File: config.mk
export PLATFORM = sky130hd
export DESIGN_NAME = bcd_stopwatch_ssd_flat
export DESIGN_NICKNAME = d
export VERILOG_FILES = /design/src/rtl/ssd_pkg.sv /design/src/rtl/bcd_stopwatch_ssd_if.sv /design/src/rtl/ssd_scan_mux.sv /design/src/rtl/bcd_stopwatch_ssd.sv /design/src/flat_wrapper.sv
export SDC_FILE = /design/constraint.sdc
export NUM_CORES = 1
export LEC_CHECK = 0
export CAP_MARGIN = 20
export CORE_ASPECT_RATIO = 0.7
export CORE_MARGIN = 2
export CORE_UTILIZATION = 40
export CTS_CLUSTER_DIAMETER = 80
export DETAILED_ROUTE_END_ITERATION = 10
export PLACE_DENSITY = 0.54
export SLEW_MARGIN = 20
export SYNTH_ARGS = -nofsm -noshare
export SYNTH_HDL_FRONTEND = slang
export SYNTH_SLANG_ARGS = --single-unit
export TNS_END_PERCENT = 20
File: constraint.sdc
create_clock -name board_clk -period 3.1 [get_ports board_clk]
set_clock_uncertainty 0.15 [all_clocks]
set_input_delay 0.775 -clock board_clk [delete_from_list [all_inputs] [get_ports board_clk]]
set_output_delay 0.775 -clock board_clk [all_outputs]
set_load 0.05 [all_outputs]
File: src/rtl/ssd_pkg.sv
// ssd_pkg
// Shared constants for the stopwatch and its seven-segment scan driver:
// BCD digit width, display polarity constants, the active-low segment
// table and the segment decode helper.
// Segment bit order is {Ca,Cb,Cc,Cd,Ce,Cf,Cg}; a 0 lights the segment.
package ssd_pkg;

    localparam int BCD_W = 4;

    localparam logic AN_ON   = 1'b0;
    localparam logic AN_OFF  = 1'b1;
    localparam logic SEG_ON  = 1'b0;
    localparam logic SEG_OFF = 1'b1;
    localparam logic [7:0] SEG_BLANK = 8'hFF;

    // Hex 0..F glyphs, active-low abcdefg
    localparam logic [6:0] SEG_TABLE [16] = '{
        7'h01, 7'h4F, 7'h12, 7'h06, 7'h4C, 7'h24, 7'h20, 7'h0F,
        7'h00, 7'h04, 7'h08, 7'h60, 7'h31, 7'h42, 7'h30, 7'h38
    };

    function automatic logic [6:0] seg_decode(input logic [3:0] value);
        return SEG_TABLE[value];
    endfunction

endpackage

File: src/rtl/bcd_stopwatch_ssd_if.sv
// bcd_stopwatch_ssd_if
// Bundles the stopwatch control, count status and display pins.
//   run, clear         : control from the game logic (master drives)
//   digits             : packed BCD count, digit 0 in [3:0]
//   tick_out, overflow : count pulse and sticky overflow flag
//   an, seg            : active-low anodes and {Ca..Cg,Dp} segments
interface bcd_stopwatch_ssd_if
    import ssd_pkg::*;
#(
    parameter int NUM_DIGITS = 4
);
    logic                        run;
    logic                        clear;
    logic [BCD_W*NUM_DIGITS-1:0] digits;
    logic                        tick_out;
    logic                        overflow;
    logic [NUM_DIGITS-1:0]       an;
    logic [7:0]                  seg;

    modport master (
        output run, clear,
        input  digits, tick_out, overflow, an, seg
    );

    modport slave (
        input  run, clear,
        output digits, tick_out, overflow, an, seg
    );
endinterface

File: src/rtl/ssd_scan_mux.sv
// ssd_scan_mux
// Time-multiplexes packed BCD digits onto a common-anode display.
//   board_clk, reset : clock and async active-high reset
//   digits_i         : packed BCD digits, digit 0 in [3:0]
//   an_o             : registered anodes, active-low, one low at a time
//   seg_o            : registered {Ca..Cg,Dp}, active-low
module ssd_scan_mux
    import ssd_pkg::*;
#(
    parameter int NUM_DIGITS = 4,
    parameter int SCAN_BITS  = 18,
    parameter int BLANK_LZ   = 1,
    parameter int DP_POS     = 1
) (
    input  logic                        board_clk,
    input  logic                        reset,
    input  logic [BCD_W*NUM_DIGITS-1:0] digits_i,
    output logic [NUM_DIGITS-1:0]       an_o,
    output logic [7:0]                  seg_o
);

    // A single digit still needs a one-bit index field
    localparam int IDX_W = (NUM_DIGITS > 1) ? $clog2(NUM_DIGITS) : 1;
    localparam int SCAN_W = SCAN_BITS + IDX_W;
    localparam logic [SCAN_W-1:0] SCAN_LAST = SCAN_W'(NUM_DIGITS * (1 << SCAN_BITS) - 1);
    // Digits above this index may be blanked; with no DP only digit 0 is kept
    localparam int BLANK_FROM = (DP_POS >= NUM_DIGITS) ? 0 : DP_POS;

    logic [SCAN_W-1:0]     scan_q, scan_d;
    logic [IDX_W-1:0]      idx;
    logic [NUM_DIGITS-1:0] zeroFrom;
    logic [BCD_W-1:0]      curDigit;
    logic                  blank, dpOn;
    logic [NUM_DIGITS-1:0] an_d, an_q;
    logic [7:0]            seg_d, seg_q;

    assign idx = scan_q[SCAN_W-1 -: IDX_W];

    // Wrap explicitly so non-power-of-two digit counts never select a missing anode
    always_comb begin
        scan_d = (scan_q == SCAN_LAST) ? '0 : scan_q + SCAN_W'(1);
    end

    // zeroFrom[i] is set when digits i..NUM_DIGITS-1 are all zero
    always_comb begin : zeroScan
        logic allZero;
        allZero  = 1'b1;
        zeroFrom = '0;
        for (int i = NUM_DIGITS - 1; i >= 0; i--) begin
            allZero     = allZero & (digits_i[i*BCD_W +: BCD_W] == '0);
            zeroFrom[i] = allZero;
        end
    end

    always_comb begin
        curDigit = '0;
        blank    = 1'b0;
        dpOn     = 1'b0;
        an_d     = {NUM_DIGITS{AN_OFF}};
        for (int i = 0; i < NUM_DIGITS; i++) begin
            if (idx == IDX_W'(i)) begin
                curDigit = digits_i[i*BCD_W +: BCD_W];
                blank    = (BLANK_LZ != 0) && (i > BLANK_FROM) && zeroFrom[i];
                dpOn     = (i == DP_POS);
                an_d[i]  = AN_ON;
            end
        end
        seg_d = blank ? SEG_BLANK : {seg_decode(curDigit), dpOn ? SEG_ON : SEG_OFF};
    end

    always_ff @(posedge board_clk or posedge reset) begin
        if (reset) begin
            scan_q <= '0;
            an_q   <= {NUM_DIGITS{AN_OFF}};
            seg_q  <= SEG_BLANK;
        end else begin
            scan_q <= scan_d;
            an_q   <= an_d;
            seg_q  <= seg_d;
        end
    end

    assign an_o  = an_q;
    assign seg_o = seg_q;

endmodule

File: src/rtl/bcd_stopwatch_ssd.sv
// bcd_stopwatch_ssd
// BCD elapsed-time counter with prescaler, run/pause, synchronous clear,
// wrap or saturate on overflow, and a seven-segment scan driver.
//   board_clk : system clock
//   reset     : asynchronous, active-high
//   bus       : slave side of bcd_stopwatch_ssd_if (run, clear, digits,
//               tick_out, overflow, an, seg)
module bcd_stopwatch_ssd
    import ssd_pkg::*;
#(
    parameter int NUM_DIGITS = 4,
    parameter int TICK_DIV   = 10_000_000,
    parameter int SCAN_BITS  = 18,
    parameter int SATURATE   = 0,
    parameter int BLANK_LZ   = 1,
    parameter int DP_POS     = 1
) (
    input  logic               board_clk,
    input  logic               reset,
    bcd_stopwatch_ssd_if.slave bus
);

    localparam int PRE_W = $clog2(TICK_DIV);
    localparam logic [PRE_W-1:0] PRE_LAST = PRE_W'(TICK_DIV - 1);
    localparam int DW = BCD_W * NUM_DIGITS;

    logic [PRE_W-1:0] presc_q, presc_d;
    logic [DW-1:0]    digits_q, digits_d, digitsInc;
    logic             overflow_q, overflow_d;
    logic             tick_q, tick_d;
    logic             allNines;

    // Ripple the carry up the digits; the final carry means every digit was 9
    always_comb begin : cascade
        logic carry;
        carry     = 1'b1;
        digitsInc = digits_q;
        for (int i = 0; i < NUM_DIGITS; i++) begin
            if (carry) begin
                digitsInc[i*BCD_W +: BCD_W] = (digits_q[i*BCD_W +: BCD_W] == BCD_W'(9))
                                            ? '0 : digits_q[i*BCD_W +: BCD_W] + BCD_W'(1);
            end
            carry = carry & (digits_q[i*BCD_W +: BCD_W] == BCD_W'(9));
        end
        allNines = carry;
    end

    // Clear beats everything; a paused prescaler holds so resume is mid-interval
    always_comb begin
        presc_d    = presc_q;
        digits_d   = digits_q;
        overflow_d = overflow_q;
        tick_d     = 1'b0;
        if (bus.clear) begin
            presc_d    = '0;
            digits_d   = '0;
            overflow_d = 1'b0;
        end else if (bus.run) begin
            if (presc_q == PRE_LAST) begin
                presc_d = '0;
                tick_d  = 1'b1;
                if (allNines) begin
                    overflow_d = 1'b1;
                end
                if (!(allNines && SATURATE != 0)) begin
                    digits_d = digitsInc;
                end
            end else begin
                presc_d = presc_q + PRE_W'(1);
            end
        end
    end

    always_ff @(posedge board_clk or posedge reset) begin
        if (reset) begin
            presc_q    <= '0;
            digits_q   <= '0;
            overflow_q <= 1'b0;
            tick_q     <= 1'b0;
        end else begin
            presc_q    <= presc_d;
            digits_q   <= digits_d;
            overflow_q <= overflow_d;
            tick_q     <= tick_d;
        end
    end

    assign bus.digits   = digits_q;
    assign bus.tick_out = tick_q;
    assign bus.overflow = overflow_q;

    ssd_scan_mux #(
        .NUM_DIGITS (NUM_DIGITS),
        .SCAN_BITS  (SCAN_BITS),
        .BLANK_LZ   (BLANK_LZ),
        .DP_POS     (DP_POS)
    ) u_scan (
        .board_clk (board_clk),
        .reset     (reset),
        .digits_i  (digits_q),
        .an_o      (bus.an),
        .seg_o     (bus.seg)
    );

endmodule

File: src/flat_wrapper.sv
// flat-port wrapper written by rule: the top's interface ports become plain ports
module bcd_stopwatch_ssd_flat import ssd_pkg::*;
#(
    parameter int NUM_DIGITS = 4,
    parameter int TICK_DIV   = 10_000_000,
    parameter int SCAN_BITS  = 18,
    parameter int SATURATE   = 0,
    parameter int BLANK_LZ   = 1,
    parameter int DP_POS     = 1
)
  (board_clk, reset, bus_run, bus_clear, bus_digits, bus_tick_out, bus_overflow, bus_an, bus_seg);
  bcd_stopwatch_ssd_if #(.NUM_DIGITS(NUM_DIGITS)) bus_i ();
  input  logic board_clk;
  input  logic reset;
  input wire logic [$bits(bus_i.run)-1:0] bus_run;
  input wire logic [$bits(bus_i.clear)-1:0] bus_clear;
  output wire logic [$bits(bus_i.digits)-1:0] bus_digits;
  output wire logic [$bits(bus_i.tick_out)-1:0] bus_tick_out;
  output wire logic [$bits(bus_i.overflow)-1:0] bus_overflow;
  output wire logic [$bits(bus_i.an)-1:0] bus_an;
  output wire logic [$bits(bus_i.seg)-1:0] bus_seg;
  assign bus_i.run = bus_run;
  assign bus_i.clear = bus_clear;
  assign bus_digits = bus_i.digits;
  assign bus_tick_out = bus_i.tick_out;
  assign bus_overflow = bus_i.overflow;
  assign bus_an = bus_i.an;
  assign bus_seg = bus_i.seg;
  bcd_stopwatch_ssd #(.NUM_DIGITS(NUM_DIGITS), .TICK_DIV(TICK_DIV), .SCAN_BITS(SCAN_BITS), .SATURATE(SATURATE), .BLANK_LZ(BLANK_LZ), .DP_POS(DP_POS)) u_core (.board_clk(board_clk), .reset(reset), .bus(bus_i));
endmodule
==> results.toml, run 1 <==
[grt]
grt_start_max_net_pins = 32
grt_pass1_wl_microns = 16900
grt_pass1_vias = 3256
grt_use_total_pct = 18.4
antenna_found_initial = 0
overflow = 0

[clock_network]
cts_tree = "built"
clockBufferDepth = 2
clock_sinks = 74
clk_pin_slew_ps = 60
h-tree-depth = 3
cts_root_buffer = "clkbuf_16"
post_cts_resized = 0
cts_made_buffers = 9
postCtsSetupBuffers = 0
cts_hold_buffers = 0
clock_latency_ps = 330

[placed_design]
hpwlAfterDp_microns = 6870
pre_cts_ws_ps = 116
io_buffer_count = 33
post-place-cells = 583
gp_congestion = 0.879

[sta]
worst_pin_slew_ps = 758
setup_viol_count_final = 0
fin_crit_ps = 2670
finalWorstSetupSlack_ps = 430
drv_slew = 0
hold_viol_final = 0
slew_headroom_pct = 49.0
fin_tns_setup_ps = 0
clock.fmax_mhz = 375
rsz0062_at_grt = "false"
min_period_over_period_pct = 86.1

[worst_setup_path]
worst-path-max-fanout = 8
cp-end-kind = "output pin"
crit_family = "buffers and inverters"
crit_buf_inv = 1
path_cells = "clkdlybuf4s50_1"
start_kind = "flip-flop"
cp_slowest_stage_delay_ps = 870
slowest_stage = "clkdlybuf4s50_1"
arrival_ps = 1740
r2r-start = "u_core.u_scan.scan_q[18]"
rrSetupSlack_ps = 710
cp_data_required_time_ps = 2170
reg2reg_depth = 6
critPathKind = "flip-flop to output pin"
r2r-end = "u_core.u_scan.seg_o[4]"

[synth]
synth_edf_count = 0
synth_seq_cells = 74
netlist_instances = 430
ys_types = 57
avgSynthCellArea_sq_um = 9.79
async_flop_share_pct = 100
yosys_warnings = 0
ys_seq_area_share_pct = 44.4
syn_nets = 452
synth_area_sq_um = 4210
synth_top_flop_cell = "dfrtp_1"

[routing]
vias_per_cell = 5.65
detail_route.wl_per_cell_microns = 16.2
wl_met3_microns = 415
dr_total_vias = 3384
wl_met1_microns = 5090
ant_nets = 0
dr_wl_met2_microns = 4180
first_iter_violations = 239
drc = 0
routed_wl_microns = 9730
drt-pass1-iter-count = 4
highest_layer = "met4"

[cells_and_area]
nNetsFinal = 484
area_growth_pct = 19.9
fin_util_pct = 49.1
layout-drive-gt1-share_pct = 13.7
insertedDiodeCount = 0
final_cells = 599
n_fill_cell = 938

[worst_hold_path]
min_from = "u_core.u_scan.scan_q[10]"
hold-path-cell-count = 1
hp-class = "flip-flop to flip-flop"
hold_end = "u_core.u_scan.scan_q[10]"

[floorplan]
die_area_sq_um = 11400
initial_core_util_pct = 40.9
row_count = 31
die_w_microns = 127
coreArea_sq_um = 10300
die_h_microns = 89.8
io_pins = 34

[power]
vdd_drop_max_v = 0.000210
p_per_area_nw_per_um2 = 430
power.leakage_nw = 1.95
power_mw = 2.17

[job]
maxCapViolations = 0

[outcome]
status = "completed"
-- synth_stat cells (all sizes together), types with 2 or more instances --
cell type   n  share of area [%]
dfrtp      62                 37
nor2       32                2.9
a21oi      27                3.3
inv        22                2.0
nand2      22                2.0
nand3      19                2.3
nand4      19                3.2
ha         18                5.4
xnor2      18                3.7
clkbuf     16                1.5
o21ai      15                1.8
or4        13                2.4
dfstp      12                7.5
o31ai      12                2.1
nor3       11                1.3
and3        7                1.0
nand2b      7                1.0
nor2b       7                1.0
nor4        7                1.2
or3         7                1.1
buf         6               0.59
or2         6               0.89
xor2        6                1.2
a31oi       5               0.74
and3b       5                1.0
mux4        5                2.7
o211ai      5               0.89
and4        4               0.86
mux2i       4               0.95
o221ai      4               0.83
a31o        3               0.62
o2111ai     3               0.62
o311ai      3               0.62
o41ai       3               0.62
nor4b       2               0.42
-- logic make-up after synthesis --
kind of cell,Yosys count,share of synthesized area (%)
AND/OR/NAND/NOR,174,23.9
flip-flops,74,44.4
XOR/XNOR,24,5.00
adder cells (fa/ha/maj),18,5.35
AO/OA/AOI/OAI,86,13.5
multiplexers,10,3.90
buffers and inverters,44,4.01
-- layout make-up --
type / count / area [sq um] / area share, %
clock inverters: 7 / 101 / 2.01
flip-flops and latches: 74 / 1870 / 37.0
clock buffers: 9 / 225 / 4.47
well taps: 132 / 165 / 3.27
multi-input cells: 312 / 2170 / 43.1
repair buffers: 43 / 430 / 8.53
inverters: 22 / 82.6 / 1.64
-- registers in the layout (all words and copies together), names as in the netlist --
register,count
u_core.presc_q,24
u_core.u_scan.scan_q,20
u_core.bus.digits,16
u_core.u_scan.seg_o,8
u_core.u_scan.an_o,4
u_core.bus.overflow,1
u_core.bus.tick_out,1
-- through the flow --
stage / hold slack (ps) / instance area, sq um
after floorplan: 295 / 4210
after global placement: 319 / 4720
after detailed placement: 317 / 4720
after CTS: 329 / 5040
after global routing: 348 / 5040
final: 326 / 5040
-- worst max-delay path by stage --
| stage | start | endpoint | slack (ps) | cells past startpoint |
|---|---|---|---|---|
| after global routing | bus_clear | u_core.presc_q[20] | 270 | 5 |
| final | u_core.bus.digits[10] | bus_digits[10] | 430 | 1 |
| after CTS | u_core.bus.digits[10] | bus_digits[10] | 410 | 1 |
| after floorplan | reset | u_core.bus.digits[0] | 310 | 1 |
| after global placement | bus_run | u_core.presc_q[17] | 140 | 5 |
| after detailed placement | bus_run | u_core.presc_q[17] | 120 | 5 |
-- layout by cell type (no fill, tap or decap), drive strengths merged, types with 9 or more instances in the layout --
| cell | synthesis | routed |
|---|---|---|
| dfrtp | 62 | 62 |
| clkdlybuf4s50 | 0 | 33 |
| nor2 | 32 | 32 |
| a21oi | 27 | 27 |
| inv | 22 | 24 |
| nand2 | 22 | 22 |
| nand3 | 19 | 19 |
| nand4 | 19 | 19 |
| xnor2 | 18 | 18 |
| ha | 18 | 18 |
| o21ai | 15 | 15 |
| or4 | 13 | 13 |
| o31ai | 12 | 12 |
| dfstp | 12 | 12 |
| nor3 | 11 | 11 |
| buf | 6 | 10 |
| clkbuf | 16 | 9 |
-- layer usage --
| metal | track usage (%) | vias to the layer above |
|---|---|---|
| met2 | 26.9 | 70 |
| met3 | 4.35 | 4 |
| li1 | - | 1660 |
| met5 | 0 | - |
| met4 | 4.03 | 0 |
| met1 | 27.7 | 1650 |
-- report_power, final --
| group | leakage [nW] | switching, mW | total (mW) | internal (mW) |
|---|---|---|---|---|
| registers | 0.976 | 0.00460 | 0.973 | 0.968 |
| logic | 0.819 | 0.0406 | 0.0578 | 0.0172 |
| clock network | 0.153 | 0.428 | 1.14 | 0.712 |
No activity file was read; power rests on OpenSTA's default activity.
==> run 2, diff against run 1 <==
--- a/config.mk
+++ b/config.mk
@@ -5,6 +5,7 @@
 export SDC_FILE = /design/constraint.sdc
 export NUM_CORES = 1
 export LEC_CHECK = 0
+export ABC_AREA = 1
 export CAP_MARGIN = 20
 export CORE_ASPECT_RATIO = 0.7
 export CORE_MARGIN = 2
@@ -12,6 +13,7 @@
 export CTS_CLUSTER_DIAMETER = 80
 export DETAILED_ROUTE_END_ITERATION = 10
 export PLACE_DENSITY = 0.54
+export SKIP_CTS_REPAIR_TIMING = 1
 export SLEW_MARGIN = 20
 export SYNTH_ARGS = -nofsm -noshare
 export SYNTH_HDL_FRONTEND = slang
==> run 2 against run 1 <==
  * Maximum frequency is 1.3% higher
  * Routed wire length up 11%
  * First-iteration DRC count up 79%
  * Global-route usage increased by 0.50 points
  * Via count up 19%
  * Highest routed layer unchanged
  * Critical path type unchanged
  * Non-clock buffer count fell by 5
  * Sequential power up 12%
  * Design area increased by 5.4%
  * Sequential share of layout area decreased by 1.9 points
  * Largest power group is now registers
==> results.toml, run 2 <==
[outcome]
status = "completed"

[worst_setup_path]
cp_data_required_time_ps = 2170
crit_buf_inv = 1
arrival_ps = 1710
path_cells = "clkdlybuf4s50_1"
critPathKind = "flip-flop to output pin"
worst-path-max-fanout = 8
start_kind = "flip-flop"
cp-end-kind = "output pin"
cp_slowest_stage_delay_ps = 860
slowest_stage = "clkdlybuf4s50_1"
crit_family = "buffers and inverters"

[cells_and_area]
final_common_cell = "nand2_1"
final_cell_mix = "nand2_1, nor2_1, inv_1, dfrtp_1, nand3_1"
largest_register = "u_core.presc_q"
area_growth_pct = 17.1
fin_util_pct = 48.1
insertedDiodeCount = 0
layout-drive-gt1-share_pct = 8.90
nNetsFinal = 680
largest_reg_flops = 24

[synth]
synthMostInstantiatedCell = "nand2_1"
avgSynthCellArea_sq_um = 7.35
synth_commonest_cells = "nand2_1, nor2_1, inv_1"
synth_top_area_share_pct = 34.2
synth_top_flop_cell = "dfrtp_1"
synth.area.top_cells = "dfrtp_1, nand2_1, nor2_1"
synth_seq_cells = 74
synth_edf_count = 0
syn_nets = 640
ys_seq_area_share_pct = 41.1
yosys_warnings = 0
async_flop_share_pct = 100
ys_types = 35
yosys.area.top_type = "dfrtp_1"
synth_area_sq_um = 4540
netlist_instances = 618

[grt]
grt.met3_usage_pct = 5.31
grt_busiest_layer = "met1"
grt_pass1_vias = 3625
overflow = 0
antenna_found_initial = 0
grt_start_max_net_pins = 29
grt_pass1_wl_microns = 18500
grt_use_total_pct = 18.9
grtUsageMet1_pct = 30.1
use_met2_pct = 24.5

[clock_network]
clock_sinks = 74
cts_root_buffer = "clkbuf_16"
cts_tree = "built"
clockBufferDepth = 2
h-tree-depth = 3
cts_made_buffers = 9
clock_latency_ps = 340
clk_pin_slew_ps = 60

[floorplan]
coreArea_sq_um = 11100
die_h_microns = 93.2
io_pins = 34
initial_core_util_pct = 41.1
die_area_sq_um = 12200
die_w_microns = 131
row_count = 32

[routing]
drt-pass1-iter-count = 5
drc = 0
detail_route.wl_per_cell_microns = 13.2
vias_per_cell = 4.92
routed_wl_microns = 10800
dr_total_vias = 4015
first_iter_violations = 427
ant_nets = 0

[sta]
rsz0062_at_grt = "false"
worst_pin_slew_ps = 666
hold_viol_final = 0
min_period_over_period_pct = 85.0
drv_slew = 0
fin_tns_setup_ps = 0
fin_crit_ps = 2630
setup_viol_count_final = 0
slew_headroom_pct = 55.4
clock.fmax_mhz = 380

[power]
swShare_pct = 31.5
power.leakage_nw = 2.45
pwr-share-comb_pct = 20.4
p_int_mw = 1.73
p_seq_share_pct = 43.0
p_sw_mw = 0.797
power_mw = 2.53
clkPwrFrac_pct = 36.7
p_per_area_nw_per_um2 = 476
vdd_drop_max_v = 0.000265

[placed_design]
hpwlAfterDp_microns = 8180
io_buffer_count = 33
gp_congestion = 0.921

[worst_hold_path]
hp-class = "flip-flop to flip-flop"

[job]
maxCapViolations = 0
[run 2: changes by cell type after synthesis, sizes merged, moves of 10 or more]
cell    previous run  this run
xor2               6        16
clkbuf            16         0
nand3             19        56
nand4             19        29
nand2             22       171
nor2              32       115
o31ai             12         0
inv               22        75
or4               13         0
a21oi             27         3
[run 2: power by group through the flow]
stage	Combinational, mW	Sequential, mW	Clock, mW
CTS	0.520	1.09	0.961
finish	0.515	1.09	0.928
global placement	0.510	1.10	0
floorplan	0.198	1.26	0
detailed placement	0.518	1.10	0
global route	0.567	1.10	1.00
[run 2: path summary, 6_finish.rpt]
path                            depth (start not counted)                  endpoint  slack (ps)                startpoint
worst min-delay path                                    1  u_core.u_scan.scan_q[16]         350  u_core.u_scan.scan_q[16]
min in group asynchronous                               2        u_core.presc_q[20]         650                     reset
worst max register to register                         11    u_core.u_scan.seg_o[4]         850  u_core.u_scan.scan_q[18]
worst max-delay path                                    1             bus_digits[0]         470      u_core.bus.digits[0]
max in group asynchronous                               3    u_core.u_scan.seg_o[3]        1550                     reset
worst min register to register                          1  u_core.u_scan.scan_q[16]         350  u_core.u_scan.scan_q[16]
[run 2: routing by layer]
layer	share of wire, %	routed length (microns)
met1	55	5880
met2	38	4130
met3	6.0	647
met4	1.0	110
met5	0	0
[run 2: stage by stage]
stage                     hold WS, ps  setup slack [ps]  area, sq um  cells
after floorplan                   313               313         4540    618
final                             351               465         5320    816
after detailed placement          340               452         5060    800
after global routing              360               396         5320    816
after CTS                         352               453         5320    816
after global placement            333               468         5060    800
[run 2: kinds of logic after synthesis]
| group | synth area share [%] |
|---|---|
| compound gates | 3.75 |
| simple gates | 37.3 |
| fa+ha+maj | 4.96 |
| xor+xnor | 5.21 |
| buf+inv | 7.71 |
| flops | 41.1 |
[run 2: cell type report]
| class | count | area (sq um) |
|---|---|---|
| Tap cell | 153 | 191 |
| Timing Repair Buffer | 38 | 393 |
| Fill cell | 1108 | 5730 |
| Clock buffer | 12 | 236 |
| Inverter | 76 | 285 |
| Multi-Input combinational cell | 459 | 2320 |
| Sequential cell | 74 | 1870 |
| Clock inverter | 4 | 20.0 |
